### src/rtl/demosaicing_frame_ctrl.sv
// Frame-level sequencer ahead of the bilinear demosaicing core: gates the raw
// stream on frame boundaries, applies pending config at SOF, checks geometry.
module demosaicing_frame_ctrl #(
  parameter  int TDATA_WIDTH     = 16,
  parameter  int MAX_LINE_SIZE   = 1920,
  parameter  int MAX_FRAME_LINES = 1080,
  localparam int PXW             = $clog2(MAX_LINE_SIZE + 1),
  localparam int LNW             = $clog2(MAX_FRAME_LINES + 1)
) (
  input  logic                   clk_i,
  input  logic                   rst_n_i,
  input  logic                   cfg_en_i,
  input  logic [1:0]             cfg_pattern_i,
  input  logic [PXW-1:0]         cfg_line_size_i,
  input  logic [LNW-1:0]         cfg_frame_lines_i,
  input  logic                   cfg_update_i,
  output logic [1:0]             pattern_o,
  output logic                   busy_o,
  output logic                   frame_done_o,
  output logic [15:0]            frame_cnt_o,
  output logic [2:0]             err_o,
  input  logic                   err_clr_i,
  input  logic [TDATA_WIDTH-1:0] s_tdata_i,
  input  logic                   s_tvalid_i,
  input  logic                   s_tlast_i,
  input  logic                   s_tuser_i,
  output logic                   s_tready_o,
  output logic [TDATA_WIDTH-1:0] m_tdata_o,
  output logic                   m_tvalid_o,
  output logic                   m_tlast_o,
  output logic                   m_tuser_o,
  input  logic                   m_tready_i
);

  typedef enum logic [1:0] {IDLE, WAIT_SOF, ACTIVE, FLUSH} state_t;

  state_t         state;
  logic           pend_en;
  logic [1:0]     pend_pat;
  logic [PXW-1:0] pend_ls;
  logic [LNW-1:0] pend_fl;
  logic [PXW-1:0] act_ls;
  logic [LNW-1:0] act_fl;
  logic [PXW-1:0] px_cnt;
  logic [LNW-1:0] line_cnt;

  logic           counting, mid_sof, sof_wait, fwd, xfer, beat, load_cfg;
  logic           len_err, early_err, drop_err, frame_end;
  logic [PXW-1:0] px_base, px_next, lsz;
  logic [LNW-1:0] ln_base, ln_next, flz;

  always_comb begin
    counting = (state == ACTIVE) || (state == FLUSH);
    mid_sof  = counting && s_tuser_i && ((px_cnt != '0) || (line_cnt != '0));
    sof_wait = (state == WAIT_SOF) && pend_en && s_tuser_i;
    // An early SOF while flushing is swallowed rather than starting a frame.
    fwd      = sof_wait || (state == ACTIVE) || ((state == FLUSH) && !mid_sof);
  end

  assign m_tdata_o  = s_tdata_i;
  assign m_tlast_o  = s_tlast_i;
  assign m_tuser_o  = s_tuser_i;
  assign m_tvalid_o = fwd && s_tvalid_i;
  assign s_tready_o = fwd ? m_tready_i : 1'b1;

  always_comb begin
    xfer      = s_tvalid_i && s_tready_o;
    beat      = xfer && fwd;
    load_cfg  = beat && s_tuser_i;
    // The SOF beat is evaluated against the config it is about to load.
    px_base   = load_cfg ? '0 : px_cnt;
    ln_base   = load_cfg ? '0 : line_cnt;
    lsz       = load_cfg ? pend_ls : act_ls;
    flz       = load_cfg ? pend_fl : act_fl;
    px_next   = px_base + 1'b1;
    ln_next   = ln_base + 1'b1;
    len_err   = beat && (lsz != '0) && (s_tlast_i ? (px_next != lsz) : (px_next == lsz));
    frame_end = beat && s_tlast_i && (flz != '0) && (ln_next == flz);
    early_err = xfer && mid_sof;
    drop_err  = xfer && (state == WAIT_SOF) && pend_en && !s_tuser_i;
  end

  always_ff @(posedge clk_i or negedge rst_n_i) begin
    if (!rst_n_i) begin
      state        <= IDLE;
      busy_o       <= 1'b0;
      pend_en      <= 1'b0;
      pend_pat     <= '0;
      pend_ls      <= '0;
      pend_fl      <= '0;
      pattern_o    <= '0;
      act_ls       <= '0;
      act_fl       <= '0;
      px_cnt       <= '0;
      line_cnt     <= '0;
      frame_done_o <= 1'b0;
      frame_cnt_o  <= '0;
      err_o        <= '0;
    end else begin
      if (cfg_update_i) begin
        pend_en  <= cfg_en_i;
        pend_pat <= cfg_pattern_i;
        pend_ls  <= cfg_line_size_i;
        pend_fl  <= cfg_frame_lines_i;
      end
      if (load_cfg) begin
        pattern_o <= pend_pat;
        act_ls    <= pend_ls;
        act_fl    <= pend_fl;
      end
      if (beat) begin
        px_cnt   <= s_tlast_i ? '0 : px_next;
        line_cnt <= s_tlast_i ? ln_next : ln_base;
      end
      frame_done_o <= frame_end;
      if (frame_end) frame_cnt_o <= frame_cnt_o + 16'd1;
      err_o <= (err_clr_i ? 3'b000 : err_o) | {drop_err, early_err, len_err};

      case (state)
        IDLE: if (pend_en) state <= WAIT_SOF;
        WAIT_SOF: begin
          if (!pend_en) state <= IDLE;
          else if (load_cfg && !frame_end) begin
            state  <= ACTIVE;
            busy_o <= 1'b1;
          end
        end
        ACTIVE: begin
          if (frame_end) begin
            state  <= pend_en ? WAIT_SOF : IDLE;
            busy_o <= 1'b0;
          end else if (!pend_en) begin
            state <= FLUSH;
          end
        end
        FLUSH: begin
          if (frame_end || early_err) begin
            state  <= IDLE;
            busy_o <= 1'b0;
          end
        end
        default: begin
          state  <= IDLE;
          busy_o <= 1'b0;
        end
      endcase
    end
  end

endmodule
### config.mk
export PLATFORM = sky130hd
export DESIGN_NAME = demosaicing_frame_ctrl
export DESIGN_NICKNAME = d
export VERILOG_FILES = /design/src/rtl/demosaicing_frame_ctrl.sv
export SDC_FILE = /design/constraint.sdc
export NUM_CORES = 1
export LEC_CHECK = 0
export ABC_AREA = 1
export CAP_MARGIN = 20
export CORE_MARGIN = 8
export CORE_UTILIZATION = 35
export CTS_CLUSTER_SIZE = 16
export DETAILED_ROUTE_END_ITERATION = 7
export GPL_ROUTABILITY_DRIVEN = 0
export PLACE_DENSITY_LB_ADDON = 0.2
export SYNTH_ARGS = -nofsm -noshare
export SYNTH_HDL_FRONTEND = slang
export SYNTH_SLANG_ARGS = --single-unit
### constraint.sdc
create_clock -name clk_i -period 5.6 [get_ports clk_i]
set_input_delay 1.12 -clock clk_i [delete_from_list [all_inputs] [get_ports clk_i]]
set_output_delay 1.12 -clock clk_i [all_outputs]
set_load 0.005 [all_outputs]
==> After elaboration in Yosys (flattened, before gate mapping) <==
Cells that the tools add are included.
{ "word_totals": {"output_inout_bits": 43, "elab_cells": 88, "in_bits": 49, "regBits": 94} }
{ "classes": {"eq_ne": 13, "n_reduce_logical": 35, "muxes": 22, "bitwise_logic": 1, "addsub": 3} }
{ "ops": {"columns": ["cell", "count"], "rows": [
  ["2-to-1 mux 11 bit", 6],
  ["nonzero test 11 bit", 4],
  ["adder 11 x 1 -> 11 bit (second input constant)", 2],
  ["== test 11 bit", 2],
  ["logical AND 1 bit", 19],
  ["adder 16 x 1 -> 16 bit (second input constant)", 1],
  ["2-to-1 mux 2 bit", 6],
  ["!= test 11 bit", 1],
  ["one-hot mux 2 bit (4 select lines)", 1],
  ["2-to-1 mux 1 bit", 7],
  ["!= test 2 bit (second input constant)", 3],
  ["logical OR 1 bit", 5],
  ["AND reduction 5 bit", 1],
  ["== test 2 bit (second input constant)", 2],
  ["!= test 2 x 1 -> 1 bit (second input constant)", 2],
  ["AND reduction 4 bit", 1],
  ["zero test 1 bit", 3],
  ["2-to-1 mux 3 bit", 1],
  ["!= test 3 x 2 -> 1 bit (second input constant)", 1],
  ["!= test 3 bit (second input constant)", 1],
  ["OR 3 bit", 1],
  ["one-hot mux 1 bit (3 select lines)", 1],
  ["nonzero test 3 bit", 1],
  ["== test 2 x 1 -> 1 bit (second input constant)", 1],
  ["zero test 2 bit", 1]
]} }

==> Logic depth before layout (Yosys ltp) <==
{ "depth": {"depth_word": 20, "ltp_mapped": 31, "mapped_depth_nobuf": 27} }

==> Least setup slack after synthesis <==
No wires, ideal clock.
{ "synth_timing": {"kind": "input port to flip-flop", "from": "input s_tuser_i", "to": "register state[0]", "t_required_ns": 5.483, "path_buffers": 4, "setup_ns": 0.117, "t_arrival_ns": 3.791, "path_stages": 26, "setup_slack_ns": 1.692, "cell_sequence": "nand2_1 inv_1 nand2_1 nand2_1 nand2_2 nand4_4 buf_6 buf_6 buf_6 clkbuf_1 nand2_1 inv_1 ha_1 nand3_1 nor2_2 nand3_1 nand2_1 nand2_1 nand2_1 nand2_2 nor2_1 nand3_2 a21oi_2 nand3_2 nand2_1 nand2_1"} }
{ "synth_between": {"elab_chain_len": 17, "word_cells_on_any_way": 29, "cone_classes": "1 x add/sub; 4 x eq/ne; 5 x mux; 19 x reduce/logical"} }
{ "synth_rtl": {"columns": ["element", "line_no", "source"], "rows": [
  ["start, declared", "26", "input logic s_tuser_i,"],
  ["logical AND 1 bit (2 in series)", "54", "mid_sof = counting && s_tuser_i && ((px_cnt != '0) || (line_cnt != '0));"],
  ["zero test 1 bit", "57", "fwd = sof_wait || (state == ACTIVE) || ((state == FLUSH) && !mid_sof);"],
  ["logical AND 1 bit", "57", null],
  ["logical OR 1 bit", "57", null],
  ["2-to-1 mux 1 bit", "64", "assign s_tready_o = fwd ? m_tready_i : 1'b1;"],
  ["logical AND 1 bit", "67", "xfer = s_tvalid_i && s_tready_o;"],
  ["logical AND 1 bit", "68", "beat = xfer && fwd;"],
  ["logical AND 1 bit", "69", "load_cfg = beat && s_tuser_i;"],
  ["2-to-1 mux 11 bit, on equally long branches", null, null],
  ["adder 11 x 1 -> 11 bit / nonzero test 11 bit (equally long branches)", "76, 78", null],
  ["== test 11 bit / logical AND 1 bit (equally long branches)", "78", "frame_end = beat && s_tlast_i && (flz != '0) && (ln_next == flz);"],
  ["logical AND 1 bit", "78", null],
  ["zero test 1 bit", "123", "else if (load_cfg && !frame_end) begin"],
  ["logical AND 1 bit", "123", null],
  ["!= test 3 x 2 -> 1 bit (no line)", null, null],
  ["AND reduction 4 bit (no line)", null, null],
  ["end signal, assigned", "130", "state <= pend_en ? WAIT_SOF : IDLE;"],
  ["end, declared", "37", "state_t state;"]
]} }
Parallel ways exist; a longest one is shown, timed or not.
A chain may end at the register's enable or synchronous reset.

==> Final worst setup path <==
{ "layout_timing": {"from": "input s_tuser_i", "to": "register state[1]"} }
Same word-level chain as after synthesis.

==> impl_metrics.py <==
metrics = {
    "finish": {
        "fillers": 1475,
        "area_growth_pct": 17.7,
        "layout_commonest_cell": "nand2_1",
        "drive_gt1_share_pct": 9.76,
        "final_cell_mix": "181 x nand2_1, 95 x inv_1, 94 x dfrtp_1, 58 x clkdlybuf4s50_1, 54 x nand3_1",
        "final_nets": 785,
        "antenna_cells": 0,
        "final_util_pct": 41.8,
        "final_area_sq_um": 6290,
        "stdcell_count": 926,
    },
    "global_route": {
        "grt_pass1_wl_um": 22200,
        "track_usage_pct": 14.0,
        "grt_pass1_vias": 4622,
        "overflow": 0,
        "antenna_found_initial": 0,
        "grt_max_degree": 61,
    },
    "worst_setup_path": {
        "worstReg2RegEnd": "state[1]$_DFFE_PN0P_",
        "critPathCapture": "state[1]$_DFFE_PN0P_",
        "r2r-start": "line_cnt[5]$_DFFE_PN0N_",
        "r2r_slack_ps": 1850,
        "cp.arrival_ps": 4680,
        "start_kind": "input port",
        "critical_path_class": "input port to flop",
        "cp.required_ps": 5840,
        "startpoint": "s_tuser_i",
        "rr_worst_depth": 25,
        "endpoint_kind": "flop",
        "cp_max_fo": 33,
    },
    "clock_network": {
        "cts_resized": 0,
        "clock-sinks": 94,
        "cts_made_buffers": 9,
        "root_buffer": "clkbuf_16",
        "cts_setup_buffers": 0,
        "postCtsHoldBufs": 0,
        "cts_tree": "built",
        "insertion_delay_ps": 350,
        "clk_path_buf_depth": 2,
        "h-tree-depth": 3,
        "clkSlewWorstSetupHoldPaths_ps": 70,
    },
    "sta": {
        "setup_violations": 0,
        "finClkSkew_ps": 8.85,
        "min_period_ps": 4440,
        "relSlewSlack_pct": 47.4,
        "fin_tns_setup_ps": 0,
        "rsz0062_at_grt": "false",
        "hold_viol": 0,
        "finalCritPeriodShare_pct": 79.2,
        "worst_pin_slew_ps": 789,
        "slew_viol_final": 0,
        "fmax_mhz": 225,
    },
    "yosys": {
        "yosysWarnings": 0,
        "synth.cell_area_sq_um": 5340,
        "yosysTopAreaCell": "dfrtp_1",
        "syn_avg_cell_area_sq_um": 7.73,
        "synthTopCellsByArea": "dfrtp_1 44%, nand2_1 13%, inv_1 6.7%, nand3_1 5.1%, nor2_1 3.7%",
        "synth_seq_cells": 94,
        "yosysSeqAreaShare_pct": 44.0,
        "ys_types": 37,
        "synth_top_area_share_pct": 44.0,
        "syn_inst": 691,
        "syn_nets": 743,
    },
    "place": {
        "hpwl_um": 9690,
        "port_buffers": 59,
        "placed_cells": 910,
        "place_area_sq_um": 5970,
    },
    "floorplanning": {
        "die_h_um": 140,
        "die_w_um": 140,
        "core_area_sq_um": 15000,
        "start_util_pct": 35.5,
        "rows": 45,
        "io_pins": 92,
        "die-area_sq_um": 19500,
    },
    "route": {
        "drt_iter0_drc": 248,
        "drc": 0,
        "vias": 4533,
        "drt-vias-per-instance": 4.90,
        "drt-met1-wl_um": 5560,
        "ant_nets": 0,
        "wl_met2_um": 6460,
        "dr_wl_met3_um": 544,
        "top_layer": "met4",
        "firstDrtPassIters": 5,
        "routedWlPerCell_um": 13.9,
        "wirelength_um": 12800,
    },
    "hold_path": {
        "hold_class": "flop to flop",
    },
    "flow_run": {
        "max-cap-violations": 0,
    },
    "power": {
        "total_power_mw": 2.52,
        "ir_worst_vdd_v": 0.000187,
        "power_density_nw_per_um2": 400,
        "p_leak_nw": 3.07,
    },
    "run_status": {
        "status": "completed",
    },
}
-- logic make-up (layout without fill, tap and decap cells) --
| family | count (synthesis) | after routing | share of synthesized area, % |
|---|---|---|---|
| and+or+nand+nor | 343 | 343 | 28.9 |
| buffers and inverters | 138 | 185 | 11.8 |
| DFF | 94 | 94 | 44.0 |
| AOI/OAI and AO/OA | 78 | 78 | 8.13 |
| xor gates and xnor gates | 25 | 25 | 4.38 |
| muxes | 10 | 10 | 2.11 |
| adders and majority gates | 3 | 3 | 0.703 |
-- report_power, final --
part	internal (mW)	leakage (nW)	total (mW)	switching, mW
clock	0.385	0.159	0.656	0.272
combinational	0.342	1.76	0.924	0.582
sequential	0.837	1.15	0.935	0.0976
total	1.56	3.07	2.52	0.951
-- flip-flops by register name, indices dropped and copies added, names as in the netlist --
signal,cells
pend_ls,11
px_cnt,11
line_cnt,11
pend_en,1
frame_cnt_o,16
act_ls,11
pattern_o,2
state,2
pend_pat,2
err_o,3
frame_done_o,1
act_fl,11
busy_o,1
pend_fl,11
-- final cells by class --
| class | instances | area, sq um | area share, % |
|---|---|---|---|
| Multi-Input combinational cell | 459 | 2360 | 37.5 |
| Sequential cell | 94 | 2350 | 37.4 |
| Inverter | 105 | 394 | 6.27 |
| Timing Repair Buffer | 64 | 626 | 9.95 |
| Tap cell | 188 | 235 | 3.74 |
| Clock buffer | 12 | 267 | 4.24 |
| Clock inverter | 4 | 52.6 | 0.836 |
-- per-stage QoR --
step,setup WS (ps),hold WS (ps)
3_3_place_gp,954,470
4_1_cts,1190,494
5_1_grt,732,518
2_1_floorplan,1690,464
6_report,1160,486
3_5_place_dp,838,477
-- worst min-delay path by stage --
stage,end,depth (start not counted),startpoint
finish,err_o[0]$_DFF_PN0_,2,err_o[0]$_DFF_PN0_
global route,err_o[0]$_DFF_PN0_,2,err_o[0]$_DFF_PN0_
CTS,busy_o$_DFFE_PN0P_,2,busy_o$_DFFE_PN0P_
detailed placement,busy_o$_DFFE_PN0P_,2,busy_o$_DFFE_PN0P_
global placement,pattern_o[1]$_DFFE_PN0N_,2,pattern_o[1]$_DFFE_PN0N_
floorplan,busy_o$_DFFE_PN0P_,2,busy_o$_DFFE_PN0P_
-- cells in the mapped netlist (all sizes together) --
library cell,number
xor2,18
mux2,10
nand4,16
nand3,57
clkbuf,7
xnor2,6
dfrtp,94
or2,1
buf,26
xor3,1
ha,3
nand2,191
nor2,59
o22ai,10
a21oi,11
nand3b,3
nor4,6
o31ai,1
o21ai,56
nor3,10
inv,105
-- routing by layer --
metal  track usage [%]  vias to the layer above
li1                  -                     2271
met1              16.3                     2123
met2              24.6                      116
met3              3.28                       23
met4              5.43                        0
met5                 0                        -
-- worst max-delay path, cell delays in order --
cell,delay (ps)
clkdlybuf4s50_1,630
nand2_1,90
inv_1,60
nand2_1,70
nand2_1,110
nand2_2,80
nand4_4,320
nand2_1,190
inv_1,100
ha_1,160
nand3_1,130
nor2_2,310
nand2_1,90
nand2_1,80
nand2_1,70
nand2_1,90
nand2_1,70
nor2_1,100
nand2_1,60
nor2_1,100
nand3_1,210
nand3_1,210
nand3_2,100
nand2_1,70
nand2_1,50
(Power assumes the default switching activity.)
